`config.mk`:
```
export PLATFORM = sky130hd
export DESIGN_NAME = uart_rx_line
export DESIGN_NICKNAME = d
export VERILOG_FILES = /design/src/rtl/uart_pkg.sv /design/src/rtl/uart_rx_fifo.sv /design/src/rtl/uart_rx_line.sv
export SDC_FILE = /design/constraint.sdc
export NUM_CORES = 1
export LEC_CHECK = 0
export ABC_CLOCK_PERIOD_IN_PS = 3900
export BUFFER_PORTS_ARGS = -buffer_cell sky130_fd_sc_hd__buf_4
export CAP_MARGIN = 10
export CORE_ASPECT_RATIO = 1.2
export CORE_MARGIN = 2
export CORE_UTILIZATION = 64
export CTS_BUF_LIST = sky130_fd_sc_hd__clkbuf_4 sky130_fd_sc_hd__clkbuf_8
export DETAILED_ROUTE_END_ITERATION = 7
export PLACE_DENSITY_LB_ADDON = 0.3
export SETUP_SLACK_MARGIN = 0.05
export SYNTH_ARGS = -nofsm -noshare
export SYNTH_HDL_FRONTEND = slang
export SYNTH_SLANG_ARGS = --single-unit
```
`constraint.sdc`:
```
create_clock -name clk_i -period 3.9 [get_ports clk_i]
set_input_delay 0.195 -clock clk_i [delete_from_list [all_inputs] [get_ports clk_i]]
set_output_delay 0.195 -clock clk_i [all_outputs]
set_load 0.05 [all_outputs]
```
`src/rtl/uart_pkg.sv`:
```
// Shared types for the debug UART receive path: parity modes, receiver states
// and the tagged FIFO entry.
package uart_pkg;

  localparam int OVERSAMPLE_DEF = 16;

  typedef enum logic [1:0] {
    PAR_NONE = 2'b00,
    PAR_EVEN = 2'b01,
    PAR_ODD  = 2'b10,
    PAR_RSVD = 2'b11
  } parity_mode_e;

  typedef enum logic [2:0] {
    ST_IDLE,
    ST_START,
    ST_DATA,
    ST_PARITY,
    ST_STOP1,
    ST_STOP2,
    ST_WAIT_HIGH
  } rx_state_e;

  typedef struct packed {
    logic       line_end;
    logic       parity_err;
    logic       frame_err;
    logic [7:0] data;
  } uart_rx_entry_t;

  function automatic logic maj3(input logic a, input logic b, input logic c);
    return (a & b) | (a & c) | (b & c);
  endfunction

  // The reserved encoding behaves like "no parity".
  function automatic logic parity_enabled(input parity_mode_e m);
    return (m == PAR_EVEN) || (m == PAR_ODD);
  endfunction

endpackage

```
`src/rtl/uart_rx_fifo.sv`:
```
// Synchronous FIFO of tagged UART characters. A push while full is accepted
// only when a pop frees a slot in the same cycle; otherwise it is ignored.
module uart_rx_fifo
  import uart_pkg::*;
#(
  parameter  int DEPTH = 16,
  localparam int AW    = $clog2(DEPTH)
) (
  input  logic           i_clk,
  input  logic           i_rst,
  input  logic           i_push,
  input  uart_rx_entry_t i_data,
  input  logic           i_pop,
  output uart_rx_entry_t o_data,
  output logic           o_full,
  output logic           o_empty,
  output logic [AW:0]    o_count
);

  uart_rx_entry_t r_mem [DEPTH];
  logic [AW-1:0]  r_wr_ptr;
  logic [AW-1:0]  r_rd_ptr;
  logic [AW:0]    r_count;
  logic           w_do_push;
  logic           w_do_pop;

  assign o_empty   = (r_count == '0);
  assign o_full    = (r_count == (AW+1)'(DEPTH));
  assign w_do_pop  = i_pop && !o_empty;
  assign w_do_push = i_push && (!o_full || w_do_pop);

  always_ff @(posedge i_clk) begin
    if (w_do_push) r_mem[r_wr_ptr] <= i_data;
  end

  always_ff @(posedge i_clk or posedge i_rst) begin
    if (i_rst) begin
      r_wr_ptr <= '0;
      r_rd_ptr <= '0;
      r_count  <= '0;
    end else begin
      if (w_do_push) r_wr_ptr <= r_wr_ptr + 1'b1;
      if (w_do_pop)  r_rd_ptr <= r_rd_ptr + 1'b1;
      case ({w_do_push, w_do_pop})
        2'b10:   r_count <= r_count + 1'b1;
        2'b01:   r_count <= r_count - 1'b1;
        default: r_count <= r_count;
      endcase
    end
  end

  assign o_data  = r_mem[r_rd_ptr];
  assign o_count = r_count;

endmodule

```
`src/rtl/uart_rx_line.sv`:
```
// Oversampling UART receiver for the debug console path; tagged characters are
// queued in a FIFO drained through a valid/ready port.
//
// state        | meaning
// IDLE         | line idle, watching for a 1->0 edge
// START        | checking the start bit (vote of 1 = false start)
// DATA         | shifting in data bits, LSB first
// PARITY       | checking the parity bit
// STOP1/STOP2  | checking stop bits; final vote pushes the character
// WAIT_HIGH    | line still low after a frame (break); wait for idle
module uart_rx_line
  import uart_pkg::*;
#(
  parameter  int         DATA_BITS  = 8,
  parameter  int         OVERSAMPLE = OVERSAMPLE_DEF,
  parameter  int         FIFO_DEPTH = 16,
  parameter  logic [7:0] LINE_CHAR  = 8'h0A,
  localparam int         CW         = $clog2(FIFO_DEPTH) + 1
) (
  input  logic          clk_i,
  input  logic          rst_i,
  input  logic [15:0]   baud_div_i,
  input  logic [1:0]    parity_mode_i,
  input  logic          two_stop_i,
  input  logic          rx_i,
  output logic [7:0]    data_o,
  output logic          line_end_o,
  output logic          parity_err_o,
  output logic          frame_err_o,
  output logic          valid_o,
  input  logic          ready_i,
  output logic          overflow_o,
  input  logic          clear_i,
  output logic [CW-1:0] count_o
);

  localparam int            PW       = $clog2(OVERSAMPLE);
  localparam logic [PW-1:0] PH_LAST  = PW'(OVERSAMPLE - 1);
  localparam logic [PW-1:0] PH_V0    = PW'(OVERSAMPLE/2 - 1);
  localparam logic [PW-1:0] PH_V1    = PW'(OVERSAMPLE/2);
  localparam logic [PW-1:0] PH_V2    = PW'(OVERSAMPLE/2 + 1);
  localparam logic [2:0]    BIT_LAST = 3'(DATA_BITS - 1);

  logic           r_rx_meta;
  logic           r_rx_sync;
  logic           r_rx_prev;
  logic [15:0]    r_tick_cnt;
  logic           w_tick;
  rx_state_e      r_state;
  rx_state_e      w_state_next;
  logic [PW-1:0]  r_phase;
  logic [1:0]     r_samp;
  logic           w_vote_tick;
  logic           w_vote;
  logic [2:0]     r_bit_cnt;
  logic [7:0]     r_shift;
  logic [7:0]     w_shift_next;
  logic           r_par_err;
  logic           w_par_err;
  logic           r_frame_err;
  parity_mode_e   r_par_mode;
  logic           r_two_stop;
  logic           w_start;
  logic           w_shift_en;
  logic           w_par_en;
  logic           w_stop_en;
  logic           w_push_req;
  logic           r_push;
  uart_rx_entry_t r_entry;
  uart_rx_entry_t w_head;
  logic           w_full;
  logic           w_empty;
  logic           w_pop;
  logic           w_ovf_set;
  logic [CW-1:0]  w_count;
  logic           r_overflow;

  always_ff @(posedge clk_i or posedge rst_i) begin
    if (rst_i) begin
      r_rx_meta <= 1'b1;
      r_rx_sync <= 1'b1;
      r_rx_prev <= 1'b1;
    end else begin
      r_rx_meta <= rx_i;
      r_rx_sync <= r_rx_meta;
      r_rx_prev <= r_rx_sync;
    end
  end

  // Free-running; a new divider value is picked up at the next reload.
  assign w_tick = (r_tick_cnt == 16'd0);

  always_ff @(posedge clk_i or posedge rst_i) begin
    if (rst_i)       r_tick_cnt <= 16'd0;
    else if (w_tick) r_tick_cnt <= baud_div_i;
    else             r_tick_cnt <= r_tick_cnt - 16'd1;
  end

  always_ff @(posedge clk_i or posedge rst_i) begin
    if (rst_i) begin
      r_phase <= '0;
      r_samp  <= 2'b11;
    end else if (w_start) begin
      r_phase <= '0;
    end else if (w_tick) begin
      r_phase <= (r_phase == PH_LAST) ? '0 : r_phase + 1'b1;
      if (r_phase == PH_V0) r_samp[0] <= r_rx_sync;
      if (r_phase == PH_V1) r_samp[1] <= r_rx_sync;
    end
  end

  // Every state advances on the third vote tick, so bit boundaries are implicit.
  assign w_vote_tick = w_tick && (r_phase == PH_V2);
  assign w_vote      = maj3(r_samp[0], r_samp[1], r_rx_sync);

  always_ff @(posedge clk_i or posedge rst_i) begin
    if (rst_i) r_state <= ST_IDLE;
    else       r_state <= w_state_next;
  end

  always_comb begin
    w_state_next = r_state;
    case (r_state)
      ST_IDLE:
        if (r_rx_prev && !r_rx_sync) w_state_next = ST_START;
      ST_START:
        if (w_vote_tick) w_state_next = w_vote ? ST_IDLE : ST_DATA;
      ST_DATA:
        if (w_vote_tick && (r_bit_cnt == BIT_LAST))
          w_state_next = parity_enabled(r_par_mode) ? ST_PARITY : ST_STOP1;
      ST_PARITY:
        if (w_vote_tick) w_state_next = ST_STOP1;
      ST_STOP1:
        if (w_vote_tick) begin
          if (r_two_stop) w_state_next = ST_STOP2;
          else            w_state_next = w_vote ? ST_IDLE : ST_WAIT_HIGH;
        end
      ST_STOP2:
        if (w_vote_tick) w_state_next = w_vote ? ST_IDLE : ST_WAIT_HIGH;
      ST_WAIT_HIGH:
        if (r_rx_sync) w_state_next = ST_IDLE;
      default:
        w_state_next = ST_IDLE;
    endcase
  end

  always_comb begin
    w_start    = 1'b0;
    w_shift_en = 1'b0;
    w_par_en   = 1'b0;
    w_stop_en  = 1'b0;
    w_push_req = 1'b0;
    case (r_state)
      ST_IDLE:   w_start    = r_rx_prev && !r_rx_sync;
      ST_DATA:   w_shift_en = w_vote_tick;
      ST_PARITY: w_par_en   = w_vote_tick;
      ST_STOP1: begin
        w_stop_en  = w_vote_tick;
        w_push_req = w_vote_tick && !r_two_stop;
      end
      ST_STOP2: begin
        w_stop_en  = w_vote_tick;
        w_push_req = w_vote_tick;
      end
      default: ;
    endcase
  end

  // New bit enters at DATA_BITS-1 so the final value is already right-aligned.
  always_comb begin
    w_shift_next                = {1'b0, r_shift[7:1]};
    w_shift_next[DATA_BITS-1]   = w_vote;
  end

  assign w_par_err = ((^r_shift) ^ w_vote) != (r_par_mode == PAR_ODD);

  always_ff @(posedge clk_i or posedge rst_i) begin
    if (rst_i) begin
      r_shift     <= '0;
      r_bit_cnt   <= '0;
      r_par_err   <= 1'b0;
      r_frame_err <= 1'b0;
      r_par_mode  <= PAR_NONE;
      r_two_stop  <= 1'b0;
    end else if (w_start) begin
      r_shift     <= '0;
      r_bit_cnt   <= '0;
      r_par_err   <= 1'b0;
      r_frame_err <= 1'b0;
      r_par_mode  <= parity_mode_e'(parity_mode_i);
      r_two_stop  <= two_stop_i;
    end else begin
      if (w_shift_en) begin
        r_shift   <= w_shift_next;
        r_bit_cnt <= r_bit_cnt + 3'd1;
      end
      if (w_par_en)              r_par_err   <= w_par_err;
      if (w_stop_en && !w_vote)  r_frame_err <= 1'b1;
    end
  end

  always_ff @(posedge clk_i or posedge rst_i) begin
    if (rst_i) begin
      r_push  <= 1'b0;
      r_entry <= '0;
    end else begin
      r_push <= w_push_req;
      if (w_push_req) begin
        r_entry.line_end   <= (r_shift == LINE_CHAR);
        r_entry.parity_err <= r_par_err;
        r_entry.frame_err  <= r_frame_err | ~w_vote;
        r_entry.data       <= r_shift;
      end
    end
  end

  uart_rx_fifo #(
    .DEPTH (FIFO_DEPTH)
  ) u_fifo (
    .i_clk   (clk_i),
    .i_rst   (rst_i),
    .i_push  (r_push),
    .i_data  (r_entry),
    .i_pop   (w_pop),
    .o_data  (w_head),
    .o_full  (w_full),
    .o_empty (w_empty),
    .o_count (w_count)
  );

  assign valid_o   = !w_empty;
  assign w_pop     = valid_o && ready_i;
  assign w_ovf_set = r_push && w_full && !w_pop;

  // A new drop wins over a clear in the same cycle.
  always_ff @(posedge clk_i or posedge rst_i) begin
    if (rst_i)          r_overflow <= 1'b0;
    else if (w_ovf_set) r_overflow <= 1'b1;
    else if (clear_i)   r_overflow <= 1'b0;
  end

  assign data_o       = valid_o ? w_head.data : 8'h00;
  assign line_end_o   = valid_o && w_head.line_end;
  assign parity_err_o = valid_o && w_head.parity_err;
  assign frame_err_o  = valid_o && w_head.frame_err;
  assign overflow_o   = r_overflow;
  assign count_o      = w_count;

endmodule

```
== Word-level counts from Yosys, hierarchy flattened ==
Memories as Yosys holds them, arrays and structs flattened.
Cells that the tools add are included.

* Flip-flop bits (word level): 70
* Bits in writable memories: 176
* Bits of input ports: 24
* Output and inout bits: 18
* Logic and storage cells: 135
* Memories: 1

{| class="wikitable"
|+ Memory list
! name !! words !! bits a word !! read ports !! clocked after Yosys merged registers in !! wr ports !! line !! text
|-
| u_fifo.r_mem || 16 || 11 || 1 || 0 || 1 || uart_rx_fifo.sv:20 || <nowiki>uart_rx_entry_t r_mem [DEPTH];</nowiki>
|}

* Add/sub/neg operators: 7
* Eq/ne operators: 25
* Multiplexer cells: 35
* Bitwise gates (word level): 9
* Reductions and logical operators: 35

{| class="wikitable"
|+ Operators with widths
! operator !! number
|-
| $mux 3 || 12
|-
| $mux 8 || 3
|-
| $pmux 3 s7 || 1
|-
| $logic_not 16->1 || 1
|-
| $mux 16 || 1
|-
| $sub 16x1->16 const B || 1
|-
| $ne 2x2->1 const B || 7
|-
| $logic_and 1x1->1 || 13
|-
| $add 4x1->4 const B || 3
|-
| $eq 3x3->1 const B || 4
|-
| $eq 4x4->1 const B || 3
|-
| $mux 1 || 12
|-
| $mux 4 || 3
|-
| $reduce_bool 2->1 || 6
|-
| $pmux 5 s2 || 1
|-
| $eq 8x4->1 const B || 1
|-
| $reduce_xor 8->1 || 1
|-
| $reduce_and 7->1 || 1
|-
| $eq 3x2->1 const B || 2
|-
| $logic_not 1->1 || 6
|-
| $reduce_and 3->1 || 2
|-
| $add 5x1->5 const B || 1
|-
| $eq 5x5->1 const B || 1
|-
| $logic_not 5->1 || 1
|-
| other kinds (16) || 24
|}

== Longest topological paths before layout ==
Gate-level depths: netlist of run 1.

* Word-level depth: 8
* Gate-level depth with buffers: 14
* Gate-level depth less buffers: 12

== Hierarchy ==
A second synthesis of run 1 with hierarchy kept.

* Cell total of the unflattened synthesis: 662
* Area, all modules: 10493.8 µm²

{| class="wikitable"
|+ By module, submodules not included
! module !! instances !! cells each !! area an instance (µm²) !! seq. area each (µm²)
|-
| uart_rx_fifo || 1 || 370 || 7537.2 || 5610.4
|-
| uart_rx_line || 1 || 292 || 2956.6 || 1432.6
|}

== Least setup slack after synthesis of run 1 ==
No wires, ideal clock.

* Path type: register to register
* Start point: reg u_fifo.r_count[2], in the netlist u_fifo.o_count[2]
* End point: reg u_fifo.r_count[4], in the netlist u_fifo.o_count[4]
* Arrival time: 3.411 ns
* Required time: 3.755 ns
* Path slack: 0.344 ns
* Cell stages (with the launch flop): 15
* Clock period less this slack: 3.556 ns
* Cell sequence: dfrtp_1 > or3_1 > or4b_2 > and2_1 > clkbuf_1 > inv_1 > ha_1 > clkbuf_1 > xor2_1 > ha_1 > nand2_1 > mux2i_1 > a222oi_1 > nor2_1 > xor2_1

* Longest elaborated chain between the ends: 8
* Elaborated cells on any way between the ends: 14
* Classes of those cells: 2 x add/sub; 3 x eq/ne; 1 x mux; 8 x reduce/logical

{| class="wikitable"
|+ RTL lines
! item !! line !! text
|-
| start: declaration || uart_rx_fifo.sv:23 || <nowiki>logic [AW:0] r_count;</nowiki>
|-
| start signal: assignment || uart_rx_fifo.sv:45 || <nowiki>2'b10: r_count <= r_count + 1'b1;</nowiki>
|-
| start signal: assignment || uart_rx_fifo.sv:46 || <nowiki>2'b01: r_count <= r_count - 1'b1;</nowiki>
|-
| start signal: assignment || uart_rx_fifo.sv:47 || <nowiki>default: r_count <= r_count;</nowiki>
|-
| $logic_not 5->1 || uart_rx_fifo.sv:27 || <nowiki>assign o_empty = (r_count == '0);</nowiki>
|-
| $logic_not 1->1 || uart_rx_fifo.sv:29, uart_rx_line.sv:231 ||
|-
| $logic_and 1x1->1 || uart_rx_line.sv:232 || <nowiki>assign w_pop = valid_o && ready_i;</nowiki>
|-
| $logic_and 1x1->1 || uart_rx_fifo.sv:29 || <nowiki>assign w_do_pop = i_pop && !o_empty;</nowiki>
|-
| $logic_or 1x1->1 || uart_rx_fifo.sv:30 || <nowiki>assign w_do_push = i_push && (!o_full || w_do_pop);</nowiki>
|-
| $logic_and 1x1->1 || uart_rx_fifo.sv:30 ||
|-
| $eq 2x1->1 or $eq 2x2->1 (tied branches) || uart_rx_fifo.sv:44 || <nowiki>case ({w_do_push, w_do_pop})</nowiki>
|-
| $pmux 5 s2 or $reduce_bool 2->1 (tied branches) || - ||
|}

Parallel ways exist; a longest one is shown, timed or not.
A chain may end at the register's enable or synchronous reset.

== Worst setup path in the final report of run 1 ==
Same ends and word-level chain as after synthesis.

==> results_dict.tcl, run 1 <==
set metrics [dict create \
    die-width_um 120 \
    grt_max_degree 38 \
    maxSlewHeadroom 0.181 \
    peakVddDrop_mv 0.430 \
    drv_cap 0 \
    path_clk_slew_ns 0.06 \
    firstDrtPassIters 5 \
    hold_class "input pin to flop" \
    clockRootBuffer "clkbuf_8" \
    final_common_cell "edfxtp_1" \
    numCtsBuffers 38 \
    cellLeakagePower_nw 4.77 \
    drtIter0Drc 483 \
    gr-total-overflow 0 \
    yosysUniqueCellTypes 48 \
    post-cts-setup-buffers 0 \
    cts.sinks 246 \
    fin_crit_ns 3.50 \
    tritoncts "built" \
    clock_path_buffers 3 \
    io_buffers 41 \
    num_antenna_cells 0 \
    crit_path_cell_trace "or3_1, or4b_2, and2_1, inv_1, ha_1, xor2_1, ha_1, nor2b_1, a222oi_1, nor2_1, xor2_1" \
    cp.required_ns 4.29 \
    track_usage 0.249 \
    place_congestion 0.844 \
    core_area_mm2 0.0157 \
    seq_area_frac_synth 0.683 \
    max_stage_delay_ns 0.66 \
    start_kind "flop" \
    grt_setup_unrepaired "no" \
    crit_arrival_ns 3.89 \
    fin_tns_setup_ns 0 \
    wl_per_cell_um 21.0 \
    setup_viol 0 \
    antenna_found_initial 0 \
    via_per_inst 6.03 \
    synthFlopType "edfxtp_1" \
    syn_area_mm2 0.0103 \
    design.die.area_mm2 0.0171 \
    htreeDepth 2 \
    grt_pass1_vias 6080 \
    ys_seq_elements 246 \
    fp-row-count 50 \
    fin_util 0.756 \
    crit_path_end_kind "flop" \
    drc 0 \
    worstMarginPinSlew_ns 1.22 \
    place_hpwl_mm 13.0 \
    syn2layout_area_growth_pct 15.1 \
    drv_slew 0 \
    hold_viol 0 \
    synth.net_count 677 \
    postSynthAreaPerCell_um2 16.3 \
    start_util 0.656 \
    fmax_mhz 286 \
    skew_ns 0.0182 \
    outcome "finished clean" \
    cp_top_family "simple AND/OR/NAND/NOR gates" \
    synth-edff-count 176 \
    fin_crit_sh 0.898 \
    async_flop_share 0.285 \
    vias 5766 \
    nets 764 \
    worstPathMaxFanout 9 \
    clkLatencyLatePin_ns 0.51 \
    ys_warn_count 0 \
    final_cell_mix "176 x edfxtp_1, 63 x dfrtp_1, 57 x buf_4" \
    path_class "flop to flop" \
    cp_num_buf_inv 1 \
    pin_count 42 \
    antenna_left 0 \
    die_h_um 143 \
    wl_mm 20.1 \
    grt_pass1_wl_mm 32.2 \
    netlist_instances 634 \
    drive_above_1_share 0.275 \
    slowest_stage "or4b_2" \
    power_density_mw_per_mm2 544 \
]
## where the power goes
part / switching, W / total (W) / internal (W)
combinational: 0.000606 / 0.00115 / 0.000543
sequential: 0.000269 / 0.00318 / 0.00291
clock: 0.000912 / 0.00213 / 0.00122
## sequential cells by signal (all words and copies together), names as in the netlist, 2 cells and up
signal / cells
r_tick_cnt: 16
u_fifo.r_wr_ptr: 4
u_fifo.o_count: 5
u_fifo.r_rd_ptr: 4
r_phase: 4
r_state: 3
r_entry: 11
u_fifo.r_mem: 176
r_shift: 8
r_bit_cnt: 3
r_samp: 2
r_par_mode: 2
## logic make-up after synthesis
logic type	count (synthesis)	share of synthesized area
compound gates	51	0.0303
xor+xnor	27	0.0229
fa+ha+maj	20	0.0240
buf+inv	53	0.0203
flops	246	0.683
mux	76	0.144
simple gates	161	0.0749
## final cells by class
class / count / area, um2
tap: 208 / 260
sequential: 246 / 7050
fill: 892 / 3840
clock inverter: 15 / 118
inverter: 23 / 86.3
clock buffer: 53 / 654
multi-input combinational: 335 / 3070
timing repair buffer: 77 / 629
## worst paths after layout
kind | startpoint | to | slack (ns) | cells past startpoint
hold reg to reg | r_rx_meta | r_rx_sync | 0.36 | 0
hold / removal | baud_div_i[14] | r_tick_cnt[14] | 0.03 | 3
setup / recovery | u_fifo.o_count[2] | u_fifo.o_count[4] | 0.40 | 11
min in group asynchronous | rst_i | r_tick_cnt[4] | 0.40 | 3
setup reg to reg | u_fifo.o_count[2] | u_fifo.o_count[4] | 0.40 | 11
max in group asynchronous | rst_i | r_rx_prev | 2.53 | 4
## stage by stage
step | total power, W | instances | worst slack, ns | instance area [um2] | hold slack [ns]
2_1_floorplan | 0.00405 | 634 | 0.344 | 10300 | 0.199
3_3_place_gp | 0.00431 | 869 | 0.696 | 10900 | 0.305
3_5_place_dp | 0.00437 | 869 | 0.464 | 10900 | 0.306
4_1_cts | 0.00651 | 956 | 0.453 | 11900 | 0.00391
5_1_grt | 0.00673 | 957 | 0.242 | 11900 | 0.0198
6_report | 0.00645 | 957 | 0.399 | 11900 | 0.0340
## worst register-to-register path, cell delays in order, from the launching register on
cell      delay, ns
dfrtp_1        0.45
or3_1          0.45
or4b_2         0.66
and2_1         0.28
inv_1          0.13
ha_1           0.37
xor2_1         0.23
ha_1           0.25
nor2b_1        0.07
a222oi_1       0.28
nor2_1         0.09
xor2_1         0.14
## what timing repair did
| action | CTS | global route |
|---|---|---|
| endpoints found under the setup margin | 0 | 0 |
| endpoints found under the hold margin | 53 | 0 |
| resized for setup | 0 | 0 |
| hold buffers | 19 | 0 |
## per-layer routing
layer | vias to the layer above | track usage | wire (um)
met5 | - | 0 | 0
met4 | 0 | 0.0811 | 431
met3 | 39 | 0.0403 | 1190
met2 | 221 | 0.451 | 10800
met1 | 2930 | 0.310 | 7600
li1 | 2576 | - | -
## synthesized netlist by cell type, drive strengths merged (2+ instances only)
| cell | instances | share of area |
|---|---|---|
| nand2 | 48 | 0.017 |
| nand4 | 3 | 0.0018 |
| mux4 | 55 | 0.12 |
| xnor2 | 18 | 0.015 |
| edfxtp | 176 | 0.51 |
| nor4 | 3 | 0.0018 |
| nand3b | 2 | 0.0015 |
| or4 | 5 | 0.0040 |
| a31oi | 3 | 0.0018 |
| nand2b | 5 | 0.0030 |
| or3 | 5 | 0.0030 |
| or4b | 2 | 0.0019 |
| or2 | 3 | 0.0018 |
| xor2 | 9 | 0.0076 |
| o22ai | 3 | 0.0018 |
| ha | 19 | 0.023 |
| nor3 | 13 | 0.0063 |
| o31ai | 7 | 0.0051 |
| nand3 | 5 | 0.0024 |
| inv | 23 | 0.0084 |
| buf | 11 | 0.0050 |
| dfrtp | 65 | 0.16 |
| clkbuf | 19 | 0.0069 |
| nor2 | 47 | 0.017 |
| a21oi | 7 | 0.0034 |
| o21ai | 22 | 0.011 |
| mux2 | 16 | 0.019 |
| mux2i | 5 | 0.0049 |
| nor2b | 16 | 0.0097 |
| dfstp | 5 | 0.013 |
Note: power is estimated with default switching activity, not from simulation.
==> inputs of run 2 (changes only) <==
--- a/config.mk
+++ b/config.mk
@@ -14,6 +14,7 @@
 export CTS_BUF_LIST = sky130_fd_sc_hd__clkbuf_4 sky130_fd_sc_hd__clkbuf_8
 export DETAILED_ROUTE_END_ITERATION = 7
 export PLACE_DENSITY_LB_ADDON = 0.3
+export REMOVE_ABC_BUFFERS = 1
 export SETUP_SLACK_MARGIN = 0.05
 export SYNTH_ARGS = -nofsm -noshare
 export SYNTH_HDL_FRONTEND = slang
==> results_dict.tcl, run 2 (synthesized netlist as in run 1, its figures left out) <==
set metrics [dict create \
    outcome "finished clean" \
    core_area_mm2 0.0157 \
    start_util 0.656 \
    cts.sinks 246 \
    die-width_um 120 \
    peakVddDrop_mv 0.450 \
    firstDrtPassIters 5 \
    cellLeakagePower_nw 4.83 \
    clkLatencyLatePin_ns 0.52 \
    clockRootBuffer "clkbuf_8" \
    cp_top_family "simple AND/OR/NAND/NOR gates" \
    hold_class "input pin to flop" \
    start_kind "flop" \
    maxSlewHeadroom 0.339 \
    drc 0 \
    grt_setup_unrepaired "no" \
    antenna_found_initial 0 \
    num_antenna_cells 0 \
    cp_num_buf_inv 1 \
    fin_crit_sh 0.895 \
    crit_path_end_kind "flop" \
    fin_crit_ns 3.49 \
    drv_cap 0 \
    place_congestion 0.827 \
    skew_ns 0.0169 \
    vias 5770 \
    cp.required_ns 4.31 \
    final_common_cell "edfxtp_1" \
    wl_per_cell_um 21.6 \
    fp-row-count 50 \
    numCtsBuffers 38 \
    crit_arrival_ns 3.90 \
    path_class "flop to flop" \
    grt_pass1_vias 6038 \
    tritoncts "built" \
    cts_hold_repair.buffers 21 \
    gr-total-overflow 0 \
    post_cts_resized 0 \
    fillers 869 \
    wl_mm 20.8 \
    syn2layout_area_growth_pct 15.9 \
    clock_path_buffers 3 \
    multiInputGateArea_mm2 0.00309 \
    finalWorstSetupSlack_ns 0.409 \
    grt_pass1_wl_mm 32.8 \
    fin_tns_setup_ns 0 \
    die_h_um 143 \
    crit_path_cell_trace "or3_1, or4b_2, and2_1, inv_1, ha_1, xor2_1, ha_1, nor2b_1, a222oi_1, nor2_1, xor2_1" \
    power_density_mw_per_mm2 540 \
    via_per_inst 5.98 \
    hold_viol 0 \
    worstMarginPinSlew_ns 0.992 \
    track_usage 0.259 \
    worstPathMaxFanout 9 \
    final_cell_mix "176 x edfxtp_1, 63 x dfrtp_1, 62 x buf_4" \
    io_buffers 41 \
    place_ws_ns 0.475 \
    largest_reg_flops 176 \
    drtIter0Drc 469 \
    top_regs "u_fifo.r_mem (176), r_tick_cnt (16), r_entry (11)" \
    design.die.area_mm2 0.0171 \
    fmax_mhz 286 \
    path_clk_slew_ns 0.06 \
    pin_count 42 \
    regArea_mm2 0.00705 \
    slowest_stage "or4b_2" \
    max_stage_delay_ns 0.67 \
    drive_above_1_share 0.284 \
    drv_slew 0 \
    place_hpwl_mm 13.2 \
    stdcell_area_mm2 0.0120 \
    place_area_mm2 0.0110 \
    top_register "u_fifo.r_mem" \
    nets 771 \
    grt_max_degree 47 \
    antenna_left 0 \
    setup_viol 0 \
    post-cts-setup-buffers 0 \
    htreeDepth 2 \
]
run 2: cell count changes in the layout (fill, tap and decap cells not counted), sizes merged:
cell / before / now
buf: 58 / 63
bufinv: 2 / 1
clkinv: 12 / 14
clkinvlp: 1 / 0
dlygate4sd3: 19 / 21
clkbuf: 53 / 54
run 2: through the flow:
step / hold WS (ns) / total power (W) / std cells / utilization
3_3_place_gp: 0.305 / 0.00432 / 875 / 0.699
4_1_cts: 0.0249 / 0.00650 / 965 / 0.761
2_1_floorplan: 0.199 / 0.00402 / 604 / -
6_report: 0.0405 / 0.00645 / 965 / 0.761
5_1_grt: 0.0742 / 0.00672 / 965 / 0.761
3_5_place_dp: 0.306 / 0.00436 / 875 / 0.699
run 2: metal layers:
| metal | track usage | part of all wire | vias up |
|---|---|---|---|
| met2 | 0.482 | 0.56 | 227 |
| met4 | 0.0762 | 0.016 | 0 |
| met5 | 0 | 0 | - |
| met3 | 0.0483 | 0.057 | 36 |
| li1 | - | - | 2596 |
| met1 | 0.309 | 0.37 | 2911 |
run 2: layout make-up:
cell class	count	area share
Clock buffer	54	0.0570
Multi-Input combinational cell	335	0.259
Inverter	23	0.00722
Clock inverter	15	0.00743
Timing Repair Buffer	84	0.0582
Tap cell	208	0.0218
Sequential cell	246	0.590
run 2: path summary, 6_finish.rpt:
check / startpoint / end / slack [ns] / depth (start not counted)
max: u_fifo.o_count[2] / u_fifo.o_count[4] / 0.41 / 11
min: baud_div_i[12] / r_tick_cnt[12] / 0.04 / 4
max reg2reg: u_fifo.o_count[2] / u_fifo.o_count[4] / 0.41 / 11
min reg2reg: r_rx_meta / r_rx_sync / 0.36 / 0
max in group asynchronous: rst_i / r_samp[1] / 2.51 / 4
min in group asynchronous: rst_i / u_fifo.o_count[2] / 0.45 / 3
run 2: worst reg2reg max path, cell delays in order (launching register included):
cell	delay (ns)
dfrtp_1	0.45
or3_1	0.45
or4b_2	0.67
and2_1	0.28
inv_1	0.11
ha_1	0.36
xor2_1	0.20
ha_1	0.22
nor2b_1	0.08
a222oi_1	0.30
nor2_1	0.10
xor2_1	0.15
run 2: power breakdown:
part / total [W] / switching, W / internal [W]
sequential: 0.00324 / 0.000333 / 0.00291
clock: 0.00211 / 0.000920 / 0.00119
combinational: 0.00110 / 0.000558 / 0.000546
total: 0.00645 / 0.00181 / 0.00464
==> inputs of run 3 (changes only) <==
--- a/config.mk
+++ b/config.mk
@@ -5,12 +5,12 @@
 export SDC_FILE = /design/constraint.sdc
 export NUM_CORES = 1
 export LEC_CHECK = 0
-export ABC_CLOCK_PERIOD_IN_PS = 3900
+export ABC_CLOCK_PERIOD_IN_PS = 4400
 export BUFFER_PORTS_ARGS = -buffer_cell sky130_fd_sc_hd__buf_4
 export CAP_MARGIN = 10
 export CORE_ASPECT_RATIO = 1.2
 export CORE_MARGIN = 2
-export CORE_UTILIZATION = 64
+export CORE_UTILIZATION = 65
 export CTS_BUF_LIST = sky130_fd_sc_hd__clkbuf_4 sky130_fd_sc_hd__clkbuf_8
 export DETAILED_ROUTE_END_ITERATION = 7
 export PLACE_DENSITY_LB_ADDON = 0.3
==> constraint.sdc (replaced) <==
create_clock -name clk_i -period 4.4 [get_ports clk_i]
set_input_delay 0.22 -clock clk_i [delete_from_list [all_inputs] [get_ports clk_i]]
set_output_delay 0.22 -clock clk_i [all_outputs]
set_load 0.05 [all_outputs]
==> results_dict.tcl, run 3 (synthesized netlist as in run 1, its figures left out) <==
set metrics [dict create \
    cp_num_buf_inv 1 \
    path_depth 11 \
    fin_util 0.760 \
    r2r_start "u_fifo.o_count[2]" \
    met2_usage 0.462 \
    maxSlewHeadroom 0.226 \
    place_congestion 0.812 \
    post_cts_resized 0 \
    grt_use_met3 0.0457 \
    worstMarginPinSlew_ns 1.16 \
    outcome "finished clean" \
    via_per_inst 5.93 \
    grt_pass1_vias 6071 \
    skew_ns 0.0168 \
    cp_top_family "simple AND/OR/NAND/NOR gates" \
    regArea_mm2 0.00705 \
    drv_slew 0 \
    design.die.area_mm2 0.0169 \
    wl_mm 20.1 \
    start_kind "flop" \
    core_area_mm2 0.0156 \
    final_common_cell "edfxtp_1" \
    htreeDepth 2 \
    fin_tns_setup_ns 0 \
    firstDrtPassIters 4 \
    die_h_um 142 \
    nets 767 \
    top_usage_layer "met2" \
    hold_depth 3 \
    crit_path_cell_trace "or3_1, or4b_2, and2_1, inv_1, ha_1, xor2_1, ha_1, nor2b_1, a222oi_1, nor2_1, xor2_1" \
    peakVddDrop_mv 0.300 \
    top_register "u_fifo.r_mem" \
    crit_path_end_kind "flop" \
    gr-total-overflow 0 \
    drv_cap 0 \
    power_density_mw_per_mm2 472 \
    setup_viol 0 \
    largest_reg_flops 176 \
    rr_worst_depth 11 \
    place_hpwl_mm 12.5 \
    fin_crit_sh 0.780 \
    io_buffers 41 \
    use_met1 0.312 \
    cellLeakagePower_nw 4.76 \
    fillers 887 \
    reg2reg_setup_slack_ns 0.97 \
    clockRootBuffer "clkbuf_8" \
    drtIter0Drc 469 \
    drive_above_1_share 0.277 \
    path_clk_slew_ns 0.06 \
    numCtsBuffers 36 \
    fmax_mhz 291 \
    antenna_found_initial 0 \
    grt_pass1_wl_mm 32.1 \
    cts.sinks 246 \
    clock_path_buffers 3 \
    r2r-end "u_fifo.o_count[4]" \
    num_antenna_cells 0 \
    top_regs "u_fifo.r_mem (176), r_tick_cnt (16), r_entry (11)" \
    pin_count 42 \
    clkLatencyLatePin_ns 0.52 \
    hold_viol 0 \
    track_usage 0.254 \
    fin_crit_ns 3.43 \
    holdPathEnd "r_tick_cnt[14]" \
    final_cell_mix "176 x edfxtp_1, 63 x buf_4, 63 x dfrtp_1" \
    antenna_left 0 \
    wl_per_cell_um 21.0 \
    max_stage_delay_ns 0.67 \
    slowest_stage "or4b_2" \
    vias 5688 \
    worstPathMaxFanout 9 \
    tritoncts "built" \
    grt_max_degree 71 \
    grt_setup_unrepaired "no" \
    hold_class "input pin to flop" \
    syn2layout_area_growth_pct 14.8 \
    drc 0 \
    multiInputGateArea_mm2 0.00307 \
    hold_path_startpoint "baud_div_i[14]" \
    die-width_um 119 \
    start_util 0.662 \
    fp-row-count 50 \
    cp.required_ns 4.80 \
    path_class "flop to flop" \
    crit_arrival_ns 3.83 \
]
[run 3: final cells by class]
cell class / instances / area share
clock inverter: 20 / 0.0104
timing repair buffer: 82 / 0.0560
inverter: 23 / 0.00730
sequential: 246 / 0.595
multi-input combinational: 335 / 0.260
clock buffer: 45 / 0.0492
tap: 208 / 0.0220
[run 3: where the power goes]
part | switching, W | total [W] | internal [W]
clock | 0.000822 | 0.00176 | 0.000935
combinational | 0.000455 | 0.000931 | 0.000476
sequential | 0.000321 | 0.00290 | 0.00257
[run 3: worst register-to-register path: cells and delay by family (launching register included)]
kind | cells | cell delay (ns)
buffers and inverters | 1 | 0.11
adder cells (fa/ha/maj) | 2 | 0.56
XOR/XNOR | 2 | 0.36
AND/OR/NAND/NOR | 5 | 1.55
flip-flops | 1 | 0.45
AO/OA/AOI/OAI | 1 | 0.30
[run 3: how the worst max path moves through the flow]
stage                      startpoint                end
floorplan           u_fifo.o_count[2]  u_fifo.o_count[4]
global placement    u_fifo.o_count[2]  u_fifo.o_count[4]
detailed placement  u_fifo.o_count[1]  u_fifo.o_count[4]
CTS                 u_fifo.o_count[1]  u_fifo.o_count[4]
global route        u_fifo.o_count[2]  u_fifo.o_count[4]
finish              u_fifo.o_count[2]  u_fifo.o_count[4]
[run 3: repair_timing]
| item | in CTS | in global routing |
|---|---|---|
| hold buffers | 19 | 0 |
| buffers inserted | 0 | 0 |
| endpoints found under the hold margin | 79 | 0 |
[run 3: metrics by stage]
step	hold WS (ns)	cells	worst slack, ns	cell area (um2)	total power [W]
2_1_floorplan	0.224	604	0.897	10200	0.00356
3_3_place_gp	0.330	875	1.18	10900	0.00381
3_5_place_dp	0.330	875	1.01	10900	0.00387
4_1_cts	0.00397	959	0.985	11800	0.00563
5_1_grt	0.0331	959	0.738	11800	0.00583
6_report	0.0212	959	0.968	11800	0.00558
[run 3: metal layers]
layer / vias to the layer above / wire length [um]
met2: 170 / 10900
met1: 2889 / 7530
met3: 31 / 1270
met5: - / 0
met4: 0 / 379
li1: 2598 / -
